==> src/rtl/deser_pkg.sv <==
// deser_pkg: shared state encoding, default width and frame-length helper for the stream deserializer
package deser_pkg;
  typedef enum logic {COLLECT = 1'b0, SPARE = 1'b1} state_e;
  localparam int DESER_DEFAULT_WIDTH = 8;
  function automatic int frame_len(input int width, input bit parity_en);
    return parity_en ? width + 1 : width;
  endfunction
endpackage

==> src/rtl/deser_bit_counter.sv <==
// deser_bit_counter: modulo-F bit counter with enable, sync clear and terminal-count flag
module deser_bit_counter #(
  parameter int F  = 8,
  parameter int CW = $clog2(F + 1)
) (
  input  logic          clk,
  input  logic          rst_n,
  input  logic          en_i,
  input  logic          clr_i,
  output logic [CW-1:0] cnt_o,
  output logic          tc_o
);
  logic [CW-1:0] cnt_q, cnt_d;
  assign tc_o  = cnt_q == CW'(F - 1);
  assign cnt_d = clr_i ? '0 : en_i ? (tc_o ? '0 : cnt_q + 1'b1) : cnt_q;
  assign cnt_o = cnt_q;
  always_ff @(posedge clk)
    if (!rst_n) cnt_q <= '0;
    else        cnt_q <= cnt_d;
endmodule

==> src/rtl/mux_stream_deserializer.sv <==
// mux_stream_deserializer: assembles WIDTH-bit words from a qualified serial stream into a valid/ready output register.
// Optional trailing even-parity bit per frame when DESER_PARITY_EN is defined.
module mux_stream_deserializer
  import deser_pkg::*;
#(
  parameter int WIDTH     = DESER_DEFAULT_WIDTH,
  parameter bit MSB_FIRST = 1'b1
) (
  input  logic             clk,
  input  logic             rst_n,
  input  logic             bit_in,
  input  logic             bit_valid,
  input  logic             word_ready,
  output logic [WIDTH-1:0] word_out,
  output logic             word_valid,
  output logic             overflow,
  output logic             parity_err
);
`ifdef DESER_PARITY_EN
  localparam bit PAR_EN = 1'b1;
`else
  localparam bit PAR_EN = 1'b0;
`endif
  localparam int F  = frame_len(WIDTH, PAR_EN);
  localparam int CW = $clog2(F + 1);
  state_e           state_q;
  logic [CW-1:0]    cnt;
  logic             tc, data_bit, complete, load;
  logic [WIDTH-1:0] sr_q, sr_d, shifted, word_q;
  logic             valid_q, ovf_q;
  deser_bit_counter #(.F(F), .CW(CW)) u_cnt (
    .clk   (clk),
    .rst_n (rst_n),
    .en_i  (bit_valid),
    .clr_i (1'b0),
    .cnt_o (cnt),
    .tc_o  (tc)
  );
  // the trailing parity bit is counted but never shifted into the data word
  assign data_bit = PAR_EN ? cnt < CW'(WIDTH) : 1'b1;
  assign shifted  = MSB_FIRST ? {sr_q[WIDTH-2:0], bit_in} : {bit_in, sr_q[WIDTH-1:1]};
  assign sr_d     = (bit_valid && data_bit) ? shifted : sr_q;
  assign complete = bit_valid && tc && state_q == COLLECT;
  assign load     = complete && (!valid_q || word_ready);
  always_ff @(posedge clk)
    if (!rst_n) begin
      state_q <= COLLECT;
      sr_q    <= '0;
      word_q  <= '0;
      valid_q <= 1'b0;
      ovf_q   <= 1'b0;
    end else begin
      state_q <= COLLECT;
      sr_q    <= sr_d;
      if (load) begin
        word_q  <= sr_d;
        valid_q <= 1'b1;
      end else if (complete) ovf_q <= 1'b1;
      else if (word_ready) valid_q <= 1'b0;
    end
`ifdef DESER_PARITY_EN
  logic perr_q;
  always_ff @(posedge clk)
    if (!rst_n)    perr_q <= 1'b0;
    else if (load) perr_q <= ^sr_d ^ bit_in;
  assign parity_err = perr_q;
`else
  assign parity_err = 1'b0;
`endif
  assign word_out   = word_q;
  assign word_valid = valid_q;
  assign overflow   = ovf_q;
endmodule

==> config.mk <==
export PLATFORM = sky130hd
export DESIGN_NAME = mux_stream_deserializer
export DESIGN_NICKNAME = d
export VERILOG_FILES = /design/src/rtl/deser_pkg.sv /design/src/rtl/deser_bit_counter.sv /design/src/rtl/mux_stream_deserializer.sv
export SDC_FILE = /design/constraint.sdc
export NUM_CORES = 1
export LEC_CHECK = 0
export ABC_AREA = 0
export CORE_ASPECT_RATIO = 1.4
export CORE_MARGIN = 2
export CORE_UTILIZATION = 38
export CTS_CLUSTER_DIAMETER = 200
export DETAILED_ROUTE_END_ITERATION = 8
export PLACE_DENSITY_LB_ADDON = 0.12
export SLEW_MARGIN = 10
export SYNTH_ARGS = -nofsm -noshare
export SYNTH_HDL_FRONTEND = slang
export SYNTH_HIERARCHICAL = 1
export SYNTH_SLANG_ARGS = --single-unit
export TNS_END_PERCENT = 5
==> constraint.sdc <==
create_clock -name clk -period 1.33 [get_ports clk]
set_input_delay 0.266 -clock clk [delete_from_list [all_inputs] [get_ports clk]]
set_output_delay 0.266 -clock clk [all_outputs]
set_load 0.005 [all_outputs]
# Word level (Yosys, flattened, before mapping)

Index checks and enable logic that the tools add are counted.

Input port bits: 5
Logic and storage cells: 21
Register bits: 22
Output and inout bits: 11

Reductions and logical operators: 7
Bitwise operators: 1
$add $sub $neg: 1
Mux-type cells: 5
Equal/unequal tests: 2

Operators with widths:

| kind                  | number |
|---|---|
| $mux W8               | 1 |
| $add A4 B1 Y4 const B | 1 |
| $eq A4 B3 Y1 const B  | 1 |
| $mux W4               | 1 |
| $reduce_and A2 Y1     | 2 |
| $mux W1               | 3 |
| $logic_and A1 B1 Y1   | 2 |
| $ne A2 B2 Y1 const B  | 1 |
| $reduce_bool A2 Y1    | 1 |
| $logic_not A1 Y1      | 1 |
| $logic_or A1 B1 Y1    | 1 |
| $not A1 Y1            | 1 |

# Logic depth before layout (Yosys ltp)

Depth after elaboration: 5
Gate-level depth with buffers: 6
Depth with buffers taken out: 5

# Hierarchy

The synthesis kept the hierarchy.

By module, submodules not included:

| module                  | area each (um^2) | cells each | times used | sequential area each (um^2) |
|---|---|---|---|---|
| mux_stream_deserializer | 733.2            | 70         | 1          | 360.3 |
| deser_bit_counter       | 187.7            | 19         | 1          | 80.1 |

# Least setup slack after synthesis

OpenSTA, ideal clock, no wires.

Kind: register to register
Start: reg u_cnt.cnt_q[0] (netlist: u_cnt/cnt_o[0])
End: reg word_q[1] (netlist: word_out[1])
Setup time: 0.070 ns
Data arrival time: 1.212 ns
Stages on the path, launching flop included: 6
Path slack: 0.048 ns
Clock period less this slack: 1.282 ns
Cell sequence: dfxtp_1 -> ha_1 -> and3_1 -> nand2_2 -> or3_1 -> a21boi_1

Word-level cells in the longest chain between the ends: 3

Ends and longest elaborated chain:

| element                | line                          | RTL |
|---|---|---|
| from (decl)            | deser_bit_counter.sv:13       | `logic [CW-1:0] cnt_q, cnt_d;` |
| from (signal assigned) | deser_bit_counter.sv:19       | `else cnt_q <= cnt_d;` |
| $eq A4 B3 Y1           | deser_bit_counter.sv:14       | `assign tc_o = cnt_q == CW'(F - 1);` |
| net tc                 | mux_stream_deserializer.sv:28 | `logic tc, data_bit, complete, load;` |
| $logic_and A1 B1 Y1    | mux_stream_deserializer.sv:43 | `assign complete = bit_valid && tc && state_q == COLLECT;` |
| $logic_and A1 B1 Y1    | mux_stream_deserializer.sv:44 | `assign load = complete && (!valid_q \|\| word_ready);` |
| to (signal assigned)   | mux_stream_deserializer.sv:56 | `word_q <= sr_d;` |
| to (decl)              | mux_stream_deserializer.sv:29 | `logic [WIDTH-1:0] sr_q, sr_d, shifted, word_q;` |

The timed path passes the listed nets, and every way through them passes these cells.
A chain may end at the register's enable or synchronous reset.

# Final worst setup path

Start: reg u_cnt.cnt_q[0] (netlist: u_cnt/cnt_o[0])
End: reg word_q[4] (netlist: word_out[4])

Same word-level chain as after synthesis.

==> metrics.yaml <==
status: "complete, but fails checks"
failed_checks: "negative setup slack"
share_of_final_layout_standard_cells_stronger_than_drive_strength_1: 0.3525
total_power_draw_mw: 1.130
dp.final_hpwl_um: 1204
gp_routability_congestion: 0.6747
ys_dominant_reg_cell: "dfxtp_1"
final_max_slew_viol_count: 0
clock.fmax_ghz: 0.7360
h_tree_depth_reported_by_cts: 1
class_of_the_worst_hold_path: "flop to flop"
ff2ff_setup_slack_ns: -0.03
fp.dieW_um: 45.61
static-leakage-power_nw: 0.5604
synth_edf_count: 0
min_to: "overflow"
final_min_period_over_clock_period: 1.022
dieArea_sq_um: 2839
cellPowerDensity_nw_per_um2: 883.1
rsz_0062_raised_after_global_routing: "true"
stdcell_count: 145
setup_violation_total_in_the_final_timing_report: 6
max-cap-violations: 0
clk_transition_reported_paths_ns: 0.13
grt_usage: 0.1392
remaining_global_route_overflow: 0
num_vias: 709
critPathCaptureType: "flop"
design.core.area_sq_um: 2338
wirelength_um: 1776
period_minus_slack_ns: 1.359
crit_buf_inv: 0
remaining_drc_errors: 0
place.detailed.instances: 140
cts_hold_buffers: 0
yosysWarnings: 6
finish.net_count: 129
setup_tns_ns: -0.05720
grt_first_pass_wirelength_um: 2939
tritoncts.num_buffers: 3
via_count_of_the_first_global_routing_pass: 691
setup.worst_path.class: "flop to flop"
drt_first_pass_iters: 4
cts_max_path_buffers: 2
dpl_worst_slack_ns: -0.2427
cts_tree: "built"
syn-instance-count: 89
detail_route.vias_per_cell: 4.890
synth-seq-cells: 22
slowest_stage: "dfxtp_2"
syn_area_sq_um: 920.9
synth-async-reset-ratio: 0
cell_count_of_the_worst_reg_to_reg_path: 5
start_kind: "flop"
drt-wirelength-per-cell_um: 12.25
hold_violations: 0
worstPathMaxFanout: 11
crit_required_ns: 1.57
antenna_left: 0
timing.critical_path.cells: "ha_4 -> and3_4 -> nand2_8 -> or3_1 -> a21boi_1"
grt_max_degree: 19
yosysSeqAreaShare: 0.4783
worst_path_largest_cell_delay_ns: 0.37
synth.distinct_cells: 25
worst_path_dominant_cell_family: "simple AND/OR/NAND/NOR gates"
number_of_i_o_port_buffers: 14
clk-insertion-delay-late_ns: 0.30
finalWorstSetupSlack_ns: -0.02878
peakVddDrop_mv: 0.5047
beginning_of_the_worst_register_to_register_path: "u_cnt/cnt_o[0]"
drt_iter0_markers: 7
rows: 21
layout.core_utilization: 0.5474
worst_hold_startpoint: "overflow"
reg2reg_to: "word_out[4]"
antenna_violations_before_repair: 0
area_growth_syn_to_layout_pct: 38.99
antennaDiodeCount: 0
timing.clock.skew_ns: 0.007166
cts_num_sinks: 22
fill_cells: 223
avgSynthCellArea_sq_um: 10.35
start_util: 0.3938
design.portCount: 16
critical_path_arrival_ns: 1.60
die_y_um: 62.25
cts_root_buf: "clkbuf_4"
hold_depth: 1
worst reg2reg max path: cells and delay by family (launching register included):
family	cells	cell delay, ns
flops	1	0.37
compound gates	1	0.14
fa+ha+maj	1	0.14
simple gates	3	0.64
final cells by class:
class | count | area, sq um | share of cell area
multi-input combinational | 62 | 479.2 | 0.3744
inverter | 1 | 3.754 | 0.002933
clock buffer | 4 | 36.28 | 0.02835
tap | 23 | 28.78 | 0.02248
timing repair buffer | 33 | 276.5 | 0.2160
sequential | 22 | 455.4 | 0.3558
per-layer routing:
layer	share of wire	GRT usage	vias up
met2	0.57	0.2482	11
met3	0.029	0.02616	2
met5	0	0	-
met1	0.39	0.1505	324
li1	-	-	372
met4	0.011	0.05515	0
placed cells by master, fill, tap and decap left out, drive strengths merged, types with 2 or more instances in the layout:
master          n
nor2b           9
buf            19
mux2i           9
a21boi          9
or3             8
dfxtp          22
nand2           2
clkdlybuf4s50   3
o21ai           8
dlygate4sd2     9
dlymetal6s2s    2
xnor2           2
conb            2
clkbuf          4
nor2            5
cells by family after synthesis:
family | share of synthesized area
fa+ha+maj | 0.01358
simple gates | 0.1929
mux | 0.09783
compound gates | 0.1359
xor+xnor | 0.02854
flops | 0.4783
buf+inv | 0.04890
other cells | 0.004072
per-stage QoR:
stage,area (sq um),hold WS [ns]
after floorplan,924.6,0.4036
after global placement,1187,0.4508
after detailed placement,1187,0.4572
after CTS,1236,0.4732
after global routing,1280,0.4891
final,1280,0.4697
repair_timing:
item | in CTS | in global routing
pin swaps | 0 | 3
setup endpoints to repair | 19 | 10
setup buffers | 0 | 1
resized for setup | 22 | 8
flip-flops by register name, summed over array words and instances, names as in the netlist:
name,flops
u_cnt/cnt_o,4
overflow,1
word_valid,1
sr_q,8
word_out,8
cells in the mapped netlist, drive strengths merged, types with 2 or more instances:
cell type,number,area (sq um)
dfxtp,22,440.4
buf,4,37.53
nor2b,9,63.81
nor2,5,18.77
or3,8,50.05
a21boi,9,67.57
o21ai,8,40.04
mux2i,9,90.09
xnor2,2,17.52
nand2,2,10.01
worst max path at each step:
| stage | cells after the start | startpoint | slack (ns) | end |
|---|---|---|---|---|
| after global placement | 5 | bit_valid | -0.23 | word_out[0] |
| final | 5 | u_cnt/cnt_o[0] | -0.03 | word_out[4] |
| after floorplan | 5 | u_cnt/cnt_o[0] | 0.05 | word_out[1] |
| after CTS | 1 | word_out[3] | -0.08 | word_out[3] |
| after global routing | 6 | u_cnt/cnt_o[1] | -0.1 | word_out[3] |
| after detailed placement | 5 | bit_valid | -0.24 | word_out[0] |
power by group:
| part | switching (mW) | internal (mW) | leakage [nW] |
|---|---|---|---|
| sequential | 0.00397 | 0.665 | 0.184 |
| combinational | 0.0344 | 0.0527 | 0.356 |
| clock | 0.208 | 0.167 | 0.0210 |
No activity file was read; power rests on OpenSTA's default activity.
